<file path="src/rtl/updown_sweep_ctrl.sv">
// Triangle-sweep sequencer for a W-bit up/down counter.
// Primes 0->lo, then runs lo->hi->lo for the latched number of cycles.
module updown_sweep_ctrl #(
    parameter int W = 4
) (
    input  logic         clk,
    input  logic         reset,
    input  logic         start,
    input  logic         abort,
    input  logic [W-1:0] lo,
    input  logic [W-1:0] hi,
    input  logic [7:0]   cycles,
    input  logic [W-1:0] count,
    output logic         upordown,
    output logic         cnt_reset,
    output logic         busy,
    output logic         done,
    output logic         err,
    output logic [7:0]   sweep_cnt
);

    typedef enum logic [2:0] {
        IDLE,
        PRIME,
        UP,
        DOWN,
        FINISH
    } state_t;

    state_t       state;
    logic [W-1:0] lo_q;
    logic [W-1:0] hi_q;
    logic [7:0]   cyc_q;

    logic [W-1:0] hi_m1;
    logic [W-1:0] lo_p1;
    logic [7:0]   sweep_nx;

    // Turn-around is decided one count early so the extremes last one cycle.
    assign hi_m1    = hi_q - 1'b1;
    assign lo_p1    = lo_q + 1'b1;
    assign sweep_nx = sweep_cnt + 8'd1;

    always_ff @(posedge clk or negedge reset) begin
        if (!reset) begin
            state     <= IDLE;
            lo_q      <= '0;
            hi_q      <= '0;
            cyc_q     <= '0;
            upordown  <= 1'b1;
            cnt_reset <= 1'b1;
            busy      <= 1'b0;
            done      <= 1'b0;
            err       <= 1'b0;
            sweep_cnt <= '0;
        end else begin
            done <= 1'b0;
            err  <= 1'b0;
            if (state != IDLE && abort) begin
                cnt_reset <= 1'b1;
                upordown  <= 1'b1;
                busy      <= 1'b0;
                state     <= IDLE;
            end else begin
                unique case (state)
                    IDLE: begin
                        cnt_reset <= 1'b1;
                        if (start) begin
                            if (lo < hi && cycles != 8'd0) begin
                                lo_q      <= lo;
                                hi_q      <= hi;
                                cyc_q     <= cycles;
                                sweep_cnt <= '0;
                                cnt_reset <= 1'b0;
                                upordown  <= 1'b1;
                                busy      <= 1'b1;
                                state     <= PRIME;
                            end else begin
                                err <= 1'b1;
                            end
                        end
                    end
                    PRIME: begin
                        if (count == hi_m1) begin
                            upordown <= 1'b0;
                            state    <= DOWN;
                        end else if (count == lo_q) begin
                            state <= UP;
                        end
                    end
                    UP: begin
                        if (count == hi_m1) begin
                            upordown <= 1'b0;
                            state    <= DOWN;
                        end
                    end
                    DOWN: begin
                        if (count == lo_p1) begin
                            sweep_cnt <= sweep_nx;
                            if (sweep_nx == cyc_q) begin
                                cnt_reset <= 1'b1;
                                done      <= 1'b1;
                                state     <= FINISH;
                            end else begin
                                upordown <= 1'b1;
                                state    <= UP;
                            end
                        end
                    end
                    FINISH: begin
                        busy  <= 1'b0;
                        state <= IDLE;
                    end
                    default: begin
                        state <= IDLE;
                    end
                endcase
            end
        end
    end

endmodule
</file>
<file path="config.mk">
export PLATFORM = sky130hd
export DESIGN_NAME = updown_sweep_ctrl
export DESIGN_NICKNAME = d
export VERILOG_FILES = /design/src/rtl/updown_sweep_ctrl.sv
export SDC_FILE = /design/constraint.sdc
export NUM_CORES = 1
export LEC_CHECK = 0
export BUFFER_PORTS_ARGS = -buffer_cell sky130_fd_sc_hd__buf_2
export CAP_MARGIN = 10
export CORE_MARGIN = 3
export CORE_UTILIZATION = 50
export DETAILED_ROUTE_END_ITERATION = 6
export PLACE_DENSITY = 0.78
export SETUP_SLACK_MARGIN = 0.15
export SYNTH_ARGS = -nofsm -noshare
export SYNTH_HDL_FRONTEND = slang
export SYNTH_SLANG_ARGS = --single-unit
</file>
<file path="constraint.sdc">
create_clock -name clk -period 2.1 [get_ports clk]
set_input_delay 0.525 -clock clk [delete_from_list [all_inputs] [get_ports clk]]
set_output_delay 0.525 -clock clk [all_outputs]
set_load 0.005 [all_outputs]
</file>
==> key figures, run 1 <==
Outcome
  • Outcome: finished clean

Clock tree
  • H-tree Lvls: 2
  • Hold buffers post-CTS: 0
  • Clock latency at the later pin of the worst-skew pair: 0.29 ns
  • CTS root buf: clkbuf_8
  • Clock Tree Buf Depth: 2
  • CTS sink count: 32
  • Total CTS buffers: 5
  • CTS tree: yes
  • Worst-path clk slew: 0.07 ns

Yosys
  • EDFF count, synth: 0
  • Syn_area_per_cell: 10.12 um^2
  • Cells after Synth: 198
  • Synth Area in Simple Gates: 16.93%
  • Commonest cells post-synth: 30 x dfrtp_1, 14 x nor2_1, 12 x o21ai_0
  • FF+latch count, synth: 32
  • Yosys warnings: 0
  • Dominant synthesized flop cell: dfrtp_1
  • Synth top area share: 37.48%
  • Compound-Gate Fraction of Synth Area: 17.49%
  • Post-synth top area cell: dfrtp_1
  • Post-synthesis sequential area ratio: 40.10%
  • Syn Std Cell Area: 2003 um^2
  • Post-synth ARST share: 100.0%
  • Cell variety after synth: 50
  • Synth Area in Adders: 3.748%
  • Xor/xnor share of the synthesized area: 10.37%
  • Main combinational cell family by area after synthesis: compound AO/OA/AOI/OAI gates
  • Most common cell in the netlist: dfrtp_1
  • Leading cell types by total area after synthesis: dfrtp_1 37%, mux2_1 6.2%, xnor2_1 4.8%, xor2_1 4.4%, ha_1 3.7%
  • Mux contribution to synthesized area: 7.308%
  • Synthesized Nets: 228

Floorplanning
  • Core area: 3771 um^2
  • Initial Util: 53.12%
  • Die X: 69.30 um
  • Die Footprint: 4802 um^2
  • Die H: 69.30 um
  • Num ports: 37
  • Row Count: 22

Placement
  • Inst Count DP: 283
  • IO Port Bufs: 36
  • Gpl congestion: 0.8516
  • Setup WS pre-CTS: -0.02227 ns
  • Hpwl dp: 3329 um

Route
  • Vias per cell: 5.840
  • DRT iter0 DRCs: 80
  • DRC Markers: 0
  • Pre-antenna DRT Iters: 4
  • DR WL/cell: 15.83 um
  • Final wirelength: 4750 um
  • Antenna Nets Post-Route: 0
  • Via count: 1752

GRT
  • GRT Residual Overflow: 0
  • Vias in the first global route: 1629
  • Pin count of the biggest net entering global routing: 33
  • First-pass GRT wire length: 7569 um
  • Initial antenna violation count: 0
  • Global-route usage over all layers: 19.41%

Layout
  • Fraction of layout cells with a size suffix above 1: 36.90%
  • Final net count: 281
  • Post-layout instance count excluding filler cells: 300
  • Ant diodes: 0
  • Area Growth Syn to Fin: 27.23%
  • Area of the multi-input gates: 1181 um^2
  • Fill cells: 277
  • Flip-flop and latch area: 809.5 um^2

Power
  • VDD IR max: 0.6655 mV
  • Pwr dens: 1202 nW/um^2
  • P_leak: 1.130 nW

STA
  • Final WS setup: 0.2094 ns
  • Max Clock Freq: 0.5289 GHz
  • Final Max Slew Viols: 0
  • Final hold vios: 0
  • Final setup fails: 0
  • Unrepaired setup endpoints after global routing: true
  • Setup Skew: 0.005454 ns
  • Worst Tran Pin Value: 0.7355 ns
  • Tcrit/Tclk final: 90.03%
  • Slew margin rel.: 50.97%
  • Crit path time final: 1.891 ns

Critical path
  • Critical R2R Capture: state[0]$_DFFE_PN0P_
  • Reg2Reg Depth: 7
  • CP max FO: 4
  • Kind of critical path: reg -> reg
  • Crit start category: flip-flop
  • Setup crit end kind: flip-flop
  • Worst r2r src: lo_q[1]$_DFFE_PN0P_
  • Worst EP arrival: 2.07 ns
  • Critical Path Start: lo_q[1]$_DFFE_PN0P_
  • Worst EP required: 2.28 ns
  • Flop2flop setup slack: 0.21 ns

Worst hold path
  • HP Class: in -> async

Job
  • Max Cap Violations: 0
-- power by group --
group | switching [W] | leakage, nW | internal (W)
logic | 0.000656 | 0.671 | 0.000662
clock network | 0.000243 | 0.0645 | 0.000419
registers | 0.000242 | 0.395 | 0.000841
total | 0.00114 | 1.13 | 0.00192
-- repair_timing --
item,CTS,global route
cloned,0,0
pin swaps,2,1
resized for setup,2,17
setup buffers,1,8
endpoints found under the setup margin,2,11
-- worst max path at each step --
stage	endpoint	slack (ns)	depth (start not counted)
2_1_floorplan	cyc_q[0]$_DFFE_PN0P_	0.16	6
3_3_place_gp	state[1]$_DFFE_PN0P_	-0.0002	7
3_5_place_dp	state[2]$_DFFE_PN0P_	-0.02	7
4_1_cts	state[2]$_DFFE_PN0P_	0.15	7
5_1_grt	sweep_cnt[4]$_DFFE_PN0P_	0.11	7
6_report	state[0]$_DFFE_PN0P_	0.21	7
-- critical path, stage by stage (launching register included) --
cell	delay (ns)
dfrtp_1	0.42
ha_1	0.30
xor2_1	0.17
nor3_4	0.25
nand2_2	0.13
a22oi_2	0.23
o41ai_1	0.11
a22o_1	0.18
-- stage by stage --
| stage | utilization (%) | setup TNS [ns] | total power [W] | instance area (um^2) | hold WS [ns] |
|---|---|---|---|---|---|
| final | 67.58 | 0 | 0.003064 | 2549 | 0.2940 |
| after CTS | 64.60 | 0 | 0.002936 | 2436 | 0.3169 |
| after global routing | 67.58 | 0 | 0.003259 | 2549 | 0.3494 |
| after detailed placement | 60.85 | -0.07532 | 0.002249 | 2295 | 0.4944 |
| after global placement | 60.85 | -0.0001676 | 0.002199 | 2295 | 0.4847 |
| after floorplan | - | 0 | 0.001925 | 2018 | 0.2294 |
-- cells in the final DEF (no fill, tap or decap), drive strengths merged, types with 3 or more instances in the layout --
| master | instances |
|---|---|
| dfrtp | 30 |
| a211oi | 3 |
| nand2 | 11 |
| nor3 | 4 |
| o211ai | 4 |
| nand3 | 7 |
| a21oi | 6 |
| o31ai | 3 |
| xnor2 | 11 |
| ha | 6 |
| nor4 | 3 |
| o41ai | 3 |
| nand4 | 3 |
| inv | 8 |
| buf | 56 |
| xor2 | 10 |
| o21ai | 19 |
| clkbuf | 7 |
| mux2 | 13 |
| nor2 | 14 |
| and3 | 4 |
-- state kept, by name, summed over array words and instances (netlist names) --
register	cells
err	1
cyc_q	8
done	1
lo_q	4
state	3
busy	1
cnt_reset	1
hi_q	4
upordown	1
sweep_cnt	8
-- cell type report --
cell class / instances / area share, %
clock buffer: 7 / 3.780
clock inverter: 1 / 1.178
inverter: 8 / 1.178
multi-input combinational: 148 / 46.34
sequential: 32 / 31.76
tap: 48 / 2.356
timing repair buffer: 56 / 13.40
-- routing by layer --
metal / GRT usage, % / up-vias / wire [um]
li1: - / 828 / -
met1: 26.43 / 848 / 2041
met2: 30.19 / 71 / 2354
met3: 3.623 / 5 / 298
met4: 8.243 / 0 / 55
met5: 0 / - / 0
-- kinds of logic (layout without fill, tap and decap cells) --
group                      after synthesis  count (layout)
and+or+nand+nor                         58              58
AOI/OAI and AO/OA                       49              49
DFF                                     32              32
xor gates and xnor gates                22              22
buffers and inverters                   18              72
muxes                                   13              13
adders and majority gates                6               6
No activity file was read; power rests on OpenSTA's default activity.
==> run 2, diff against run 1 <==
--- a/config.mk
+++ b/config.mk
@@ -11,6 +11,7 @@
 export CORE_UTILIZATION = 50
 export DETAILED_ROUTE_END_ITERATION = 6
 export PLACE_DENSITY = 0.78
+export RECOVER_POWER = 100
 export SETUP_SLACK_MARGIN = 0.15
 export SYNTH_ARGS = -nofsm -noshare
 export SYNTH_HDL_FRONTEND = slang
==> key figures, run 2 (synthesis gave the netlist of run 1 again) <==
Outcome
  • Outcome: finished clean

Floorplanning
  • Num ports: 37
  • Die X: 69.30 um
  • Core area: 3771 um^2
  • Die Footprint: 4802 um^2
  • Die H: 69.30 um
  • Row Count: 22
  • Initial Util: 53.12%

STA
  • Final hold vios: 0
  • Crit path time final: 1.925 ns
  • Final WS setup: 0.1751 ns
  • Worst Tran Pin Value: 0.7298 ns
  • Max Clock Freq: 0.5195 GHz
  • Tcrit/Tclk final: 91.66%
  • Setup Skew: 0.005560 ns
  • Final setup fails: 0
  • Unrepaired setup endpoints after global routing: true
  • Hold WS: 0.2926 ns
  • Final Max Slew Viols: 0
  • Slew margin rel.: 51.35%

Placement
  • Inst Count DP: 283
  • Setup WS pre-CTS: -0.02227 ns
  • Gpl congestion: 0.8516
  • Hpwl dp: 3329 um
  • IO Port Bufs: 36

Clock tree
  • Clock latency at the later pin of the worst-skew pair: 0.29 ns
  • CTS root buf: clkbuf_8
  • Hold buffers post-CTS: 0
  • CTS sink count: 32
  • Clock Tree Buf Depth: 2
  • Worst-path clk slew: 0.07 ns
  • H-tree Lvls: 2
  • Total CTS buffers: 5
  • CTS tree: yes

Critical path
  • CP top delay family: simple AND/OR/NAND/NOR gates
  • Slowest CP cell: dfrtp_1
  • Crit path cell chain: nand2_1 > or3_4 > a211oi_2 > o211ai_1 > nor4_2 > o41a_1
  • WP depth: 6
  • Worst EP required: 2.33 ns
  • Flop2flop setup slack: 0.18 ns
  • Crit start category: flip-flop
  • Max incr delay on CP: 0.51 ns
  • Setup crit end kind: flip-flop
  • Kind of critical path: reg -> reg
  • CP max FO: 9
  • Worst r2r src: sweep_cnt[4]$_DFFE_PN0P_
  • Worst path bufs/invs: 0
  • Worst EP arrival: 2.15 ns
  • Crit path to: cnt_reset$_DFFE_PN1P_
  • Reg2Reg Depth: 6
  • Critical Path Start: sweep_cnt[4]$_DFFE_PN0P_
  • Critical R2R Capture: cnt_reset$_DFFE_PN1P_

GRT
  • Pin count of the biggest net entering global routing: 33
  • Initial antenna violation count: 0
  • First-pass GRT wire length: 7569 um
  • GRT Residual Overflow: 0
  • Global-route usage over all layers: 19.41%
  • Vias in the first global route: 1629

Route
  • Pre-antenna DRT Iters: 5
  • Final wirelength: 4751 um
  • Antenna Nets Post-Route: 0
  • Vias per cell: 5.797
  • Via count: 1739
  • DRT iter0 DRCs: 108
  • DR WL/cell: 15.84 um
  • DRC Markers: 0

Layout
  • Ant diodes: 0
  • Area Growth Syn to Fin: 26.17%
  • Most frequent cells in the layout: 36 x buf_2, 28 x dfrtp_1, 16 x buf_4
  • Largest regs: cyc_q: 8 flops, sweep_cnt: 8 flops
  • Fraction of layout cells with a size suffix above 1: 34.13%
  • Most common cell after layout, fill and taps aside: buf_2
  • Fin util: 67.02%
  • Post-layout instance count excluding filler cells: 300
  • Final net count: 281

Worst hold path
  • HP Class: in -> async

Job
  • Max Cap Violations: 0

Power
  • P_leak: 1.130 nW
  • Total power: 0.003041 W
  • Pwr dens: 1203 nW/um^2
  • VDD IR max: 0.6647 mV
## run 2: changes by cell type in the layout (fill, tap and decap cells not counted)
cell       change
dfrtp_1        +3
dfrtp_2        -3
buf_4          -1
clkbuf_1       +1
nand2_1        +1
nand2_2        -1
nand3_1        +1
nand3_2        -1
o2111ai_1      +1
o2111ai_2      -1
o21ai_0        +1
o21ai_1        -1
## run 2: worst min-delay path by stage
stage	start	endpoint	slack (ns)	cells after the start
detailed placement	hi_q[3]$_DFFE_PN0P_	hi_q[3]$_DFFE_PN0P_	0.49	2
finish	reset	busy$_DFFE_PN0P_	0.29	1
CTS	reset	state[0]$_DFFE_PN0P_	0.32	1
global route	reset	sweep_cnt[6]$_DFFE_PN0P_	0.35	1
global placement	hi_q[3]$_DFFE_PN0P_	hi_q[3]$_DFFE_PN0P_	0.48	2
floorplan	reset	busy$_DFFE_PN0P_	0.23	0
## run 2: timing repair
| item | 4_1_cts | 5_1_grt |
|---|---|---|
| resized for setup | 2 | 17 |
| setup endpoints to repair | 2 | 11 |
| setup buffers | 1 | 8 |
| pin swaps | 2 | 1 |
## run 2: worst register-to-register path: stages (launching register included)
cell      delay [ns]
dfrtp_1         0.51
nand2_1         0.14
or3_4           0.43
a211oi_2        0.23
o211ai_1        0.14
nor4_2          0.22
o41a_1          0.18
## run 2: layout make-up
cell class,instances,area (um^2)
Timing Repair Buffer,56,337.8
Clock inverter,1,30.03
Clock buffer,7,96.34
Multi-Input combinational cell,148,1167
Inverter,8,30.03
Sequential cell,32,805.8
Fill cell,282,1244
Tap cell,48,60.06
## run 2: report_power, final
| part | switching [W] | total (W) | internal [W] |
|---|---|---|---|
| combinational | 0.000645 | 0.00130 | 0.000652 |
| sequential | 0.000241 | 0.00108 | 0.000841 |
| clock | 0.000242 | 0.000661 | 0.000419 |
| total | 0.00113 | 0.00304 | 0.00191 |
## run 2: metrics by stage
| stage | area (um^2) | setup TNS, ns |
|---|---|---|
| floorplan | 2018 | 0 |
| global placement | 2295 | -0.0001676 |
| detailed placement | 2295 | -0.07532 |
| CTS | 2436 | 0 |
| global route | 2527 | 0 |
| finish | 2527 | 0 |
## run 2: metal layers
layer / track usage [%] / part of all wire (%) / vias to the layer above / routed length (um)
met5: 0 / 0 / - / 0
met4: 8.243 / 1.8 / 0 / 85
met3: 3.623 / 6.0 / 11 / 286
met2: 30.19 / 49 / 69 / 2307
met1: 26.43 / 44 / 831 / 2072
li1: - / - / 828 / -
